===== config.mk =====
export PLATFORM = sky130hd
export DESIGN_NAME = level2_bus_ctrl
export DESIGN_NICKNAME = d
export VERILOG_FILES = /design/src/rtl/level2_pkg.sv /design/src/rtl/level2_bus_ctrl_phi0_sync.sv /design/src/rtl/level2_bus_ctrl.sv
export SDC_FILE = /design/constraint.sdc
export NUM_CORES = 1
export LEC_CHECK = 0
export ABC_AREA = 1
export ABC_CLOCK_PERIOD_IN_PS = 3100
export BUFFER_PORTS_ARGS = -buffer_cell sky130_fd_sc_hd__clkbuf_2
export CELL_PAD_IN_SITES_DETAIL_PLACEMENT = 1
export CELL_PAD_IN_SITES_GLOBAL_PLACEMENT = 2
export CORE_ASPECT_RATIO = 1.2
export CORE_MARGIN = 2
export CORE_UTILIZATION = 30
export CTS_BUF_LIST = sky130_fd_sc_hd__clkbuf_4
export DETAILED_ROUTE_END_ITERATION = 8
export PLACE_DENSITY_LB_ADDON = 0.05
export SLEW_MARGIN = 20
export SYNTH_ARGS = -nofsm -noshare
export SYNTH_HDL_FRONTEND = slang
export SYNTH_SLANG_ARGS = --single-unit

===== constraint.sdc =====
create_clock -name clk -period 3.1 [get_ports clk]
set_clock_uncertainty 0.2 [all_clocks]
set_input_delay 0.775 -clock clk [delete_from_list [all_inputs] [get_ports clk]]
set_output_delay 0.775 -clock clk [all_outputs]
set_load 0.01 [all_outputs]

===== src/rtl/level2_pkg.sv =====
// level2_pkg: shared state/target types, control bit indices and cycle decode.
package level2_pkg;
    typedef enum logic [1:0] {PHI1, PHI2_FAST, SYNC_WAIT, PHI2_SLOW} state_t;
    typedef enum logic [1:0] {TGT_INT, TGT_HIMEM, TGT_SHADOW, TGT_BBC} target_t;

    localparam int CTRL_FAST          = 0;
    localparam int CTRL_SHADOW_ROM    = 1;
    localparam int CTRL_SHADOW_LOWRAM = 2;

    function automatic target_t decode(input logic [7:0] bank, input logic [1:0] a_hi,
                                       input logic vda, input logic vpa, input logic [2:0] ctrl);
        return (!vda && !vpa) ? TGT_INT :
               (bank[7:6] == 2'b11) ? TGT_HIMEM :
               (bank == 8'h00 && ctrl[CTRL_SHADOW_LOWRAM] && !a_hi[1]) ? TGT_SHADOW :
               (bank == 8'h00 && ctrl[CTRL_SHADOW_ROM] && a_hi == 2'b10) ? TGT_SHADOW : TGT_BBC;
    endfunction

    function automatic logic is_ram(input target_t t);
        return t == TGT_HIMEM || t == TGT_SHADOW;
    endfunction
endpackage


===== src/rtl/level2_bus_ctrl_phi0_sync.sv =====
// phi0_sync_edge: synchronises the asynchronous BBC phi0 and flags its edges.
module phi0_sync_edge #(
    parameter int SYNC_STAGES = 2
) (
    input  logic clk,
    input  logic resetb,
    input  logic phi0,
    output logic rise,
    output logic fall
);
    logic [SYNC_STAGES-1:0] sync;
    logic hist;

    always_ff @(posedge clk) begin
        if (!resetb) begin
            sync <= '0;
            hist <= 1'b0;
        end else begin
            sync <= {sync[SYNC_STAGES-2:0], phi0};
            hist <= sync[SYNC_STAGES-1];
        end
    end

    assign rise = sync[SYNC_STAGES-1] & !hist;
    assign fall = !sync[SYNC_STAGES-1] & hist;
endmodule


===== src/rtl/level2_bus_ctrl.sv =====
// level2_bus_ctrl: 65816 PHI2 generator with fast RAM cycles, shadowing and phi0-aligned BBC cycles.
module level2_bus_ctrl
    import level2_pkg::*;
#(
    parameter int              PHI_HALF    = 2,
    parameter int              SYNC_STAGES = 2,
    parameter int              RAM_ABITS   = 3,
    parameter logic [RAM_ABITS-1:0] SHADOW_BANK = '1,
    parameter logic [15:0]     CTRL_ADDR   = 16'hFE3F
) (
    input  logic                 clk,
    input  logic                 resetb,
    input  logic [15:0]          addr,
    input  logic [7:0]           cpu_data_in,
    input  logic                 vda,
    input  logic                 vpa,
    input  logic                 rnw,
    input  logic                 cpu_e,
    input  logic                 bbc_phi0,
    output logic                 cpu_phi2,
    output logic                 ram_ceb,
    output logic [RAM_ABITS-1:0] ram_addr,
    output logic                 ram_sel,
    output logic                 bbc_sel,
    output logic                 bbc_addr15,
    output logic                 bbc_addr14,
    output logic                 bbc_rnw,
    output logic [2:0]           ctrl_q
);
    localparam int CW = $clog2(PHI_HALF) + 1;
    localparam logic [CW-1:0] LAST = CW'(PHI_HALF - 1);

    state_t        state;
    target_t       tgt, tgt_n;
    logic [CW-1:0] cnt;
    logic [7:0]    bank, bank_n;
    logic          rise, fall, fast_n, ctrl_wr, dummy;

    phi0_sync_edge #(.SYNC_STAGES(SYNC_STAGES)) u_sync (
        .clk    (clk),
        .resetb (resetb),
        .phi0   (bbc_phi0),
        .rise   (rise),
        .fall   (fall)
    );

    assign bank_n  = cpu_e ? 8'h00 : cpu_data_in;
    assign tgt_n   = decode(bank_n, addr[15:14], vda, vpa, ctrl_q);
    assign fast_n  = ctrl_q[CTRL_FAST] && tgt_n != TGT_BBC;
    assign ctrl_wr = vda && !rnw && bank == 8'h00 && addr == CTRL_ADDR;
    // Slow RAM cycles still run a harmless read on the BBC bus to keep its timing honest
    assign dummy      = state == PHI2_SLOW && is_ram(tgt);
    assign bbc_addr15 = dummy | addr[15];
    assign bbc_addr14 = !dummy & addr[14];
    assign bbc_rnw    = dummy | rnw | !bbc_sel;

    always_ff @(posedge clk) begin
        if (!resetb) begin
            state    <= PHI1;
            cnt      <= '0;
            bank     <= '0;
            tgt      <= TGT_INT;
            ctrl_q   <= '0;
            cpu_phi2 <= 1'b0;
            ram_ceb  <= 1'b1;
            ram_sel  <= 1'b0;
            bbc_sel  <= 1'b0;
            ram_addr <= '0;
        end else begin
            case (state)
                PHI1:
                    if (cnt == LAST) begin
                        cnt      <= '0;
                        bank     <= bank_n;
                        tgt      <= tgt_n;
                        ram_addr <= tgt_n == TGT_HIMEM ? bank_n[RAM_ABITS-1:0] :
                                    tgt_n == TGT_SHADOW ? SHADOW_BANK : '0;
                        state    <= fast_n ? PHI2_FAST : SYNC_WAIT;
                        cpu_phi2 <= fast_n;
                        ram_ceb  <= !(fast_n && is_ram(tgt_n));
                        ram_sel  <= fast_n && is_ram(tgt_n);
                    end else begin
                        cnt <= cnt + 1'b1;
                    end
                PHI2_FAST:
                    if (cnt == LAST) begin
                        cnt      <= '0;
                        state    <= PHI1;
                        cpu_phi2 <= 1'b0;
                        ram_ceb  <= 1'b1;
                        ram_sel  <= 1'b0;
                        if (ctrl_wr) ctrl_q <= cpu_data_in[2:0];
                    end else begin
                        cnt <= cnt + 1'b1;
                    end
                SYNC_WAIT:
                    if (rise) begin
                        state    <= PHI2_SLOW;
                        cpu_phi2 <= 1'b1;
                        ram_ceb  <= !is_ram(tgt);
                        ram_sel  <= is_ram(tgt);
                        bbc_sel  <= tgt == TGT_BBC;
                    end
                PHI2_SLOW:
                    if (fall) begin
                        cnt      <= '0;
                        state    <= PHI1;
                        cpu_phi2 <= 1'b0;
                        ram_ceb  <= 1'b1;
                        ram_sel  <= 1'b0;
                        bbc_sel  <= 1'b0;
                        if (ctrl_wr) ctrl_q <= cpu_data_in[2:0];
                    end
            endcase
        end
    end
endmodule


==> flow_summary.toml <==
[clock_network]
path_clk_slew_ps = 150
cts_hold_buf = 0
root_buffer = "clkbuf_4"
clock_path_buffers = 2
worstSkewPairLatency_ps = 320
cts_made_buffers = 3
cts_resized = 0
h-tree-depth = 1
tritoncts = "done"
clock-sinks = 26
cts_setup_buffers = 0

[sta]
rsz0062_at_grt = "false"
setup_viol = 0
finalCritPeriodShare = 0.777
slew_violations = 0
fin_tns_setup_ps = 0
timing.final.hold_violations = 0
max_slew_margin = 0.723
max_freq_mhz = 415
min_period_ps = 2410
tightest_slew_ps = 410

[die]
start_util = 0.312
ios = 44
core_um2 = 4560
fp.dieH_um = 79.4
fp.dieW_um = 66.8
rows = 27
dieArea_um2 = 5310

[placed_design]
io_buffers = 43
globalplace.congestion = 0.871
dp.cells = 294
dpl.hpwl_um = 3090

[logic_synthesis]
synth_nets = 233
yosys_warnings = 0
synth-seq-area-share = 0.366
synth_top_family_by_area = "simple AND/OR/NAND/NOR gates"
synth_compound_area_frac = 0.185
yosysUniqueCellTypes = 26
ys_seq_elements = 26
synth-simple-area-share = 0.291
avgSynthCellArea_um2 = 7.18
netlist_area_um2 = 1420
synth-xor-area-share = 0
synthMuxAreaShare = 0
synthCells = 198
synth_adder_area_share = 0.0352

[drt]
met3WireLength_um = 103
wl_met2_um = 2010
drt_iter0_drc = 28
highest_layer = "met4"
wl_per_cell_um = 12.6
dr.pass1.iters = 3
drt_wl_total_um = 3750
viasPerCell = 4.53
via_count = 1349
wl_met1_um = 1610
drtAntennaViolNets = 0
drc = 0

[setup_path]
cp_max_fo = 11
arrival_ps = 2480
reg2reg_depth = 15
criticalPathCategory = "input port to flop"
max_stage_delay_ps = 380
critPathSlowestCell = "o21ai_0"
r2r_setup_slack_ps = 1090
cp_common_cell = "nand2_1"
critPathCaptureType = "flop"
critPathLaunchType = "input port"
crit_chain = "clkbuf_2 > inv_1 > nand2_1 > o21ai_0 > inv_1 > ha_1 > inv_1 > nand2_1 > nor2_1 > nand2_1 > nand2_1 > nand2_1 > a21oi_1"
cp.required_ps = 3170

[power_and_ir_drop]
leakage_nw = 0.839
swShare = 0.396
internal_power_w = 0.000733
p_per_area_nw_per_um2 = 709
ir_worst_vdd_uv = 309
combinationalPowerShare = 0.399
switchingPower_w = 0.000482
pwr-share-seq = 0.409
p_clk_frac = 0.193

[min_path]
hold_path.class = "flop to flop"
hold_depth = 2

[final_layout]
drive_gt1_frac = 0.333
nets = 276
fillers = 619
multi_input_area_um2 = 727
area.sequential_um2 = 520
final_cell_count_no_fill = 298
syn2layout_area_growth_pct = 20.6
diodes = 0

[global_routing]
grt_start_max_net_pins = 24
overflow = 0
grt_pass1_wl_um = 6550
grt_pass1_vias = 1507
grt_usage = 0.161
antenna_found_initial = 0

[job]
drv_cap = 0

[outcome]
status = "completed"
[state kept, by name (all words and copies together), names as in the netlist]
name         flops
ram_addr         3
u_sync.sync      2
ram_sel          1
cnt              2
bbc_sel          1
tgt              2
u_sync.hist      1
ctrl_q           3
state            2
bank             8
ram_ceb          1
[placed cells by master (no fill, tap or decap)]
master,n
clkbuf_2,43
nand2_1,41
inv_1,28
dfxtp_1,26
nor2_1,23
a21oi_1,12
nand3_1,9
o21ai_0,8
o21ai_2,6
nor2_2,5
a21oi_2,5
nand2_2,4
inv_2,4
nand3_2,4
ha_1,4
o21ai_1,3
a31oi_1,3
clkbuf_4,3
nor3_1,2
a211oi_2,2
nor2_4,2
inv_4,1
o211ai_1,1
bufinv_16,1
[cell families (layout without fill, tap and decap cells)]
family                     after synthesis  count (layout)
AOI/OAI and AO/OA                       40              40
adders and majority gates                4               4
buffers and inverters                   38              80
DFF                                     26              26
and+or+nand+nor                         90              90
[final timing paths]
path / startpoint / to
worst max-delay path: cpu_e / ram_sel$_SDFFE_PN0P_
worst min-delay path: u_sync.sync[0]$_SDFF_PN0_ / u_sync.sync[1]$_SDFF_PN0_
worst max register to register: ctrl_q[1]$_SDFFE_PN0P_ / ram_sel$_SDFFE_PN0P_
worst min register to register: u_sync.sync[0]$_SDFF_PN0_ / u_sync.sync[1]$_SDFF_PN0_
[cell type report]
class / instances / area share
multi-input cells: 134 / 0.424
flip-flops and latches: 26 / 0.304
well taps: 58 / 0.0423
repair buffers: 43 / 0.126
inverters: 33 / 0.0737
clock buffers: 3 / 0.0131
clock inverters: 1 / 0.0175
[metal layers]
layer  track usage  up-vias
li1              -      710
met1         0.187      618
met2         0.304       19
met3        0.0183        2
met4        0.0429        0
met5             0        -
[power by group through the flow]
stage               clock, W  combinational [W]  sequential, W
finish              0.000234           0.000484       0.000497
global route        0.000262           0.000555       0.000510
CTS                 0.000254           0.000495       0.000498
detailed placement         0           0.000492       0.000506
global placement           0           0.000481       0.000504
floorplan                  0           0.000381       0.000509
[cell usage after synthesis, drive strengths merged]
cell / count / area [µm²]
nand2: 45 / 179
inv: 33 / 126
nor2: 30 / 140
dfxtp: 26 / 521
a21oi: 17 / 104
o21ai: 17 / 108
nand3: 13 / 85.1
buf: 5 / 47.5
ha: 4 / 50.1
a31oi: 3 / 18.8
a211oi: 2 / 25.0
nor3: 2 / 10.0
o211ai: 1 / 7.51
[worst max-delay path, delay by kind of cell]
| kind | cells | cell delay [ps] |
|---|---|---|
| AOI/OAI and AO/OA | 2 | 490 |
| adders and majority gates | 1 | 200 |
| buffers and inverters | 4 | 490 |
| and+or+nand+nor | 6 | 520 |
[per-stage QoR]
step	hold slack, ps	worst slack (ps)	instance area (µm²)	power, W	util
finish	230	691	1710	0.00121	0.376
global route	259	505	1710	0.00133	0.376
CTS	235	654	1710	0.00125	0.376
detailed placement	204	335	1660	0.000998	0.364
global placement	194	448	1660	0.000985	0.364
floorplan	190	766	1420	0.000890	-
No activity file was read; power rests on OpenSTA's default activity.
